===== src/rtl/cbfp_scale_ctrl.sv =====
// rtl/cbfp_scale_ctrl.sv - CBFP block-minimum tracker with 2-entry shift-amount queue
module cbfp_scale_ctrl #(
  parameter int MAG_WIDTH   = 5,
  parameter int DATA_NUM    = 8,
  parameter int BLK_CYCLES  = 4,
  parameter int SHIFT_LIMIT = 12
) (
  input  logic                 clk,
  input  logic                 rst,
  input  logic                 valid_in,
  input  logic [MAG_WIDTH-1:0] mag_in [0:DATA_NUM-1],
  input  logic                 flush,
  input  logic                 shift_ready,
  output logic                 shift_valid,
  output logic [MAG_WIDTH-1:0] shift_amt,
  output logic [7:0]           blk_cnt,
  output logic                 busy,
  output logic                 ovf_err
);

  localparam int                   CNT_W     = $clog2(BLK_CYCLES + 1);
  localparam logic [CNT_W-1:0]     LAST_BEAT = CNT_W'(BLK_CYCLES - 1);
  localparam logic [MAG_WIDTH-1:0] LIMIT     = MAG_WIDTH'(SHIFT_LIMIT);

  typedef enum logic {IDLE, ACCUM} state_t;

  state_t               state, next_state;
  logic [CNT_W-1:0]     beat_cnt;
  logic [MAG_WIDTH-1:0] run_min;
  logic [MAG_WIDTH-1:0] beat_min;
  logic [MAG_WIDTH-1:0] acc_min;
  logic [MAG_WIDTH-1:0] blk_min;
  logic                 blk_done;
  logic                 push;
  logic                 pop;
  logic                 full;
  logic [MAG_WIDTH-1:0] q_mem [0:1];
  logic                 wr_ptr;
  logic                 rd_ptr;
  logic [1:0]           q_count;

  // Unsigned minimum across the lanes of the current beat
  always_comb begin
    beat_min = mag_in[0];
    for (int i = 1; i < DATA_NUM; i++) begin
      if (mag_in[i] < beat_min) beat_min = mag_in[i];
    end
  end

  // Fold the beat into the running minimum; a fresh block starts from the beat alone
  always_comb begin
    acc_min = beat_min;
    if (state == ACCUM && run_min < beat_min) acc_min = run_min;
    blk_min = (acc_min < LIMIT) ? acc_min : LIMIT;
  end

  // Next-state logic; flush wins over valid_in
  always_comb begin
    next_state = state;
    blk_done   = 1'b0;
    if (flush) begin
      next_state = IDLE;
    end else if (valid_in) begin
      case (state)
        IDLE:  next_state = ACCUM;
        ACCUM: begin
          if (beat_cnt == LAST_BEAT) begin
            next_state = IDLE;
            blk_done   = 1'b1;
          end
        end
        default: next_state = IDLE;
      endcase
    end
  end

  // State register
  always_ff @(posedge clk or posedge rst) begin
    if (rst) state <= IDLE;
    else     state <= next_state;
  end

  // Beat counter and running minimum; both restart whenever a block ends or is discarded
  always_ff @(posedge clk or posedge rst) begin
    if (rst) begin
      beat_cnt <= '0;
      run_min  <= '1;
    end else if (flush || (valid_in && blk_done)) begin
      beat_cnt <= '0;
      run_min  <= '1;
    end else if (valid_in) begin
      beat_cnt <= beat_cnt + CNT_W'(1);
      run_min  <= acc_min;
    end
  end

  assign full = (q_count == 2'd2);
  assign pop  = shift_valid && shift_ready;
  assign push = blk_done && (!full || pop);

  // Output queue, completed-block counter and sticky overflow flag
  always_ff @(posedge clk or posedge rst) begin
    if (rst) begin
      q_mem[0] <= '0;
      q_mem[1] <= '0;
      wr_ptr   <= 1'b0;
      rd_ptr   <= 1'b0;
      q_count  <= 2'd0;
      blk_cnt  <= 8'd0;
      ovf_err  <= 1'b0;
    end else begin
      if (push) begin
        q_mem[wr_ptr] <= blk_min;
        wr_ptr        <= ~wr_ptr;
      end
      if (pop) rd_ptr <= ~rd_ptr;
      case ({push, pop})
        2'b10:   q_count <= q_count + 2'd1;
        2'b01:   q_count <= q_count - 2'd1;
        default: q_count <= q_count;
      endcase
      if (blk_done) blk_cnt <= blk_cnt + 8'd1;
      if (blk_done && full && !pop) ovf_err <= 1'b1;
    end
  end

  assign shift_valid = (q_count != 2'd0);
  assign shift_amt   = shift_valid ? q_mem[rd_ptr] : '0;
  assign busy        = (state == ACCUM);

endmodule


===== config.mk =====
export PLATFORM = sky130hd
export DESIGN_NAME = cbfp_scale_ctrl
export DESIGN_NICKNAME = d
export VERILOG_FILES = /design/src/rtl/cbfp_scale_ctrl.sv
export SDC_FILE = /design/constraint.sdc
export NUM_CORES = 1
export LEC_CHECK = 0
export ABC_AREA = 1
export ABC_CLOCK_PERIOD_IN_PS = 1820
export CORE_ASPECT_RATIO = 1.1
export CORE_MARGIN = 1
export CORE_UTILIZATION = 25
export DETAILED_ROUTE_END_ITERATION = 6
export PLACE_DENSITY = 0.47
export RECOVER_POWER = 25
export SYNTH_ARGS = -nofsm -noshare
export SYNTH_HDL_FRONTEND = slang
export SYNTH_SLANG_ARGS = --single-unit
export TNS_END_PERCENT = 100

===== constraint.sdc =====
create_clock -name clk -period 1.82 [get_ports clk]
set_input_delay 0.273 -clock clk [delete_from_list [all_inputs] [get_ports clk]]
set_output_delay 0.273 -clock clk [all_outputs]
set_load 0.02 [all_outputs]

* Yosys cells after proc, flatten, opt, wreduce, memory -nomap -nowiden
Index checks and enable logic that the tools add are counted.
Word-level totals: register bits 32, logic and storage cells 79
Cells by class: add/sub/neg operators 4, magnitude comparators 12, equal/unequal tests 4, muxes and demuxes 29, bitwise operators 5, reductions and logical operators 15
Operator list (count):
- 5-bit two-way mux | 16
- 5-bit less-than comparator | 8
- 10-bit bitwise mux | 1
- 8-bit by 1-bit adder with 8-bit output (second input constant) | 1
- 2-bit nonzero test | 4
- 1-bit logical AND | 7
- 1-bit two-way mux | 7
- 3-bit two-way mux | 2
- 5-bit demux with 1-bit select | 1
- 5-bit by 4-bit less-than comparator with 1-bit output (second input constant) | 1
- 2-bit equality test (second input constant) | 2
- 2-bit >= comparator (second input constant) | 2
- 1-bit NOT with 2-bit output | 2
- 2-bit case mux with 2 select lines | 1
- 3-bit by 1-bit adder with 3-bit output (second input constant) | 1
- 3-bit by 2-bit equality test with 1-bit output (second input constant) | 1
- 1-bit NOT | 3
- 2-bit by 1-bit adder with 2-bit output (second input constant) | 1
- 2-bit by 1-bit equality test with 1-bit output (second input constant) | 1
- 1-bit zero test | 2
- 1-bit logical OR | 2
- 2-bit by 1-bit less-than comparator with 1-bit output (second input constant) | 1
- 1-bit case mux with 2 select lines | 1
- 2-bit by 1-bit subtractor with 2-bit output (second input constant) | 1

* Longest topological paths before layout
word-level depth 20, mapped depth 64

* Worst setup path after synthesis
No wires, ideal clock.
kind input-to-reg, from input port mag_in[39] (netlist bit), to register q_mem[8] (netlist bit), library setup time 0.129 ns, arrival 7.271 ns, required time 1.691 ns, slack -5.580 ns, stages on the path 53, buffers on the path 0, path through inv_1 ha_1 a21oi_2 nand3_4 o21ai_0 ha_1 nand2_1 a21oi_2 nand2_4 nand2_4 o21ai_0 ha_1 nand2_1 a21oi_2 nand2_2 nand2_4 o21ai_0 ha_1 (+17 left out) nand2_1 o21ai_0 ha_1 a21oi_1 nand2_4 nand2_1 o21ai_1 ha_1 nand2_1 nand2_1 nor2_1 nand2_1 a31oi_1 nand3b_1 nand2_2 nand3_1 nand2_1 o21ai_1
On the way: cells in the longest elaborated chain, start to end 20
Ends and longest elaborated chain:
- start: declaration | line 11 | input logic [MAG_WIDTH-1:0] mag_in [0:DATA_NUM-1],
- 5-bit less-than comparator | line 46 | if (mag_in[i] < beat_min) beat_min = mag_in[i];
- 5-bit two-way mux * | line 46
- 5-bit less-than comparator | line 46
- 5-bit two-way mux * | line 46
- 5-bit less-than comparator | line 46
- 5-bit two-way mux * | line 46
- 5-bit less-than comparator | line 46
- 5-bit two-way mux * | line 46
- (+4 left out)
- 5-bit less-than comparator | line 46
- 5-bit two-way mux * | line 46
- 5-bit less-than comparator | line 53 | if (state == ACCUM && run_min < beat_min) acc_min = run_min;
- 1-bit logical AND | line 53
- 5-bit two-way mux * | line 53
- 5-bit by 4-bit less-than comparator with 1-bit output | line 54 | blk_min = (acc_min < LIMIT) ? acc_min : LIMIT;
- 5-bit two-way mux * | line 54
- 10-bit bitwise mux * | line 113 | q_mem[wr_ptr] <= blk_min;
- end signal: indexed assignment | line 113
- end: declaration | line 37 | logic [MAG_WIDTH-1:0] q_mem [0:1];
Mark *: on every way between the ends. The rest lies on a longest branch, timed or not. A chain may end at the register's enable or synchronous reset.

* Worst setup path after layout
from input port mag_in[37] (netlist bit), to register q_mem[8] (netlist bit)
The elaborated chain is that of the path after synthesis.

==> flow_summary.toml <==
[route]
drt-vias-per-instance = 4.374
drtIter0Drc = 78
detail_route.wirelength_um = 8715
route.antenna.remaining_nets = 0
route.detailed.wl_per_inst_um = 10.84
detailedRoute.firstPassIterationCount = 4
vias = 3517
remaining_drc_errors = 0

[finish]
num_antenna_cells = 0
multi_input_comb_area_mm2 = 0.002320
syn_to_final_growth_pct = 85.44
fillers = 1161
mostFrequentLayoutCells = "buf_4, nand2_1, inv_1"
final_core_util = 0.4764
num-nets-final = 718
layout.cells.most_common = "buf_4"
drive_gt1_frac = 0.4174
area.sequential_um2 = 807.0

[sta]
clock.fmax_mhz = 150.2
finalWorstPathRequiredPeriod_ns = 6.659
rsz0062_at_grt = "true"
fin_crit_sh = 3.659
worstMarginPinSlew_ns = 0.8021
report.final.slew_viol_count = 0
timing.max_slew.rel_slack = 0.4653
timing.final.hold_violations = 0
setup-violations-final = 14
clock_skew_ns = 0.003721
layout_setup_ws_ns = -4.839
setup_tns_ns = -62.44

[power]
post-layout-total-power_w = 0.007482
power_share_of_the_clock_group = 0.126
power.switching_fraction = 0.4392
pwr_density_cell_mw_per_mm2 = 1373
power.ir.vdd_worst_mv = 0.6318
seqPwrFrac = 0.142
netSwitchingPower_w = 0.003286
cell_internal_pwr_w = 0.004196
combinationalPowerShare = 0.732
p_leak_nw = 2.835

[yosys]
syn_inst = 447
most_used_dff_post_synth = "dfrtp_1"
register_bit_total_from_synthesis = 32
mappedNetlistNets = 512
postSynthAreaPerCell_um2 = 6.575
ys_types = 31
yosysWarnings = 0
synth_edf_count = 0
postSynth.asyncResetShare = 1.000
mappedNetlistArea_mm2 = 0.002939
synth-seq-area-share = 0.2746

[setup_path]
worst_setup_path_end_kind = "flip-flop"
worst_ep_arrival_time_ns = 6.86
timing.critical_path.from = "mag_in[37]"
cp_max_fo = 8
worstSetupStartpointType = "input port"
worstReg2RegStart = "run_min[4]"
critPathMostFrequentCell = "nand2_2"
critPathSlowestCell = "ha_1"
worst_path_largest_cell_delay_ns = 0.30
required_ns = 2.02
critPathKind = "in2reg"

[floorplan]
fp.dieH_um = 115.7
die_width_um = 105.4
initial_standard_cell_utilization_of_the_core = 0.2569
floorplan_die_area_mm2 = 0.01219
pin_count = 61
rows = 41
floorplan.core_area_mm2 = 0.01144

[run]
maxCapViolCount = 0

[grt]
grt_most_used_layer = "met2"
overall_track_demand_over_capacity_in_global_routing = 0.1449
antenna_found_initial = 0
grt_first_pass_wirelength_um = 14610
grt_util_met2 = 0.2737
gr-usage-met1 = 0.1762
first_global_vias = 3458
grt_util_met3 = 0.01800
pin_count_of_the_biggest_net_entering_global_routing = 33
grt_overflow = 0

[cts]
cts_tree = "yes"
cts.reportedPaths.clkPinSlew_ns = 0.05
clk_path_buf_depth = 2
tritoncts_buffers = 5
cts_root_buffer = "clkbuf_16"
cts-hold-fix-buffers = 0
ctsHtreeMaxLevel = 2
cts_num_sinks = 32
insertion_delay_to_the_later_sink_of_the_worst_skew_pair_ns = 0.28

[worst_hold_path]
holdCritPathClass = "reg2reg"
min_from = "ovf_err"

[placed_design]
place_hpwl_um = 6954
io_buffers = 60
globalplace.congestion = 0.8103

[run_status]
violations = "negative setup slack"
run_status = "finished with violations"
## final timing paths
kind	to	slack, ns	depth (start not counted)
max	q_mem[8]	-4.84	62
max in group asynchronous	q_mem[4]	0.65	3
max reg2reg	q_mem[8]	-0.10	11
min in group asynchronous	blk_cnt[5]	0.67	3
min reg2reg	ovf_err	0.46	1
min	ovf_err	0.46	1
## cell usage after synthesis, drive strengths merged, types with 2 or more instances
cell type  count  share of area
xnor2          2         0.0060
nor2          30          0.039
dfstp          5          0.045
inv           76          0.097
ha            20          0.085
nor3           3         0.0051
nand3b         3         0.0077
nand3         53          0.098
o22ai          5          0.011
o211ai         2         0.0051
xor2           9          0.027
dfrtp         27           0.23
nand4         11          0.023
o21ai         19          0.032
nand2        163           0.25
a21oi         13          0.027
## power groups by stage
stage	registers, W	logic (W)	clock network (W)
5_1_grt	0.00108	0.00602	0.00101
2_1_floorplan	0.00107	0.00250	0
3_3_place_gp	0.00106	0.00425	0
4_1_cts	0.00106	0.00496	0.000967
6_report	0.00107	0.00547	0.000943
3_5_place_dp	0.00106	0.00429	0
## flip-flops by register name, summed over array words and instances (netlist names)
register,cells
rd_ptr,1
beat_cnt,3
ovf_err,1
q_count,2
busy,1
q_mem,10
run_min,5
wr_ptr,1
blk_cnt,8
## logic make-up (layout without fill, tap and decap cells)
family | after synthesis | in the layout | share of synthesized area
fa+ha+maj | 20 | 20 | 0.08514
compound gates | 43 | 43 | 0.08599
xor+xnor | 11 | 11 | 0.03278
simple gates | 265 | 265 | 0.4244
flops | 32 | 32 | 0.2746
buf+inv | 76 | 283 | 0.09706
## metal layers
layer / share of wire / wire [um] / up-vias
li1: - / - / 1847
met1: 0.45 / 3943 / 1619
met2: 0.52 / 4532 / 45
met3: 0.020 / 177 / 6
met4: 0.0071 / 62 / 0
met5: 0 / 0 / -
## through the flow
stage / hold WS [ns] / instances / setup slack (ns) / instance area, um2
floorplan: 0.3855 / 447 / -5.005 / 3063
global placement: 0.4381 / 772 / -5.751 / 4740
detailed placement: 0.4475 / 772 / -5.917 / 4740
CTS: 0.3967 / 799 / -4.831 / 5229
global route: 0.4834 / 804 / -5.418 / 5450
finish: 0.4633 / 804 / -4.839 / 5450
## worst max-delay path, delay by kind of cell
kind | cells | cell delay [ns]
and+or+nand+nor | 35 | 2.78
adders and majority gates | 7 | 1.78
AOI/OAI and AO/OA | 13 | 1.24
buffers and inverters | 7 | 0.75
## what timing repair did
item	4_1_cts	5_1_grt
gates resized for setup	101	40
endpoints found under the setup margin	22	19
setup buffers	19	5
pin swaps	57	56
## layout make-up
class                   count  share of cell area
clock buffers               5             0.02296
well taps                 150             0.03444
flip-flops and latches     32              0.1481
multi-input cells         339              0.4256
clock inverters             3            0.007805
repair buffers            199              0.3065
inverters                  76             0.05464
Note: power is estimated with default switching activity, not from simulation.
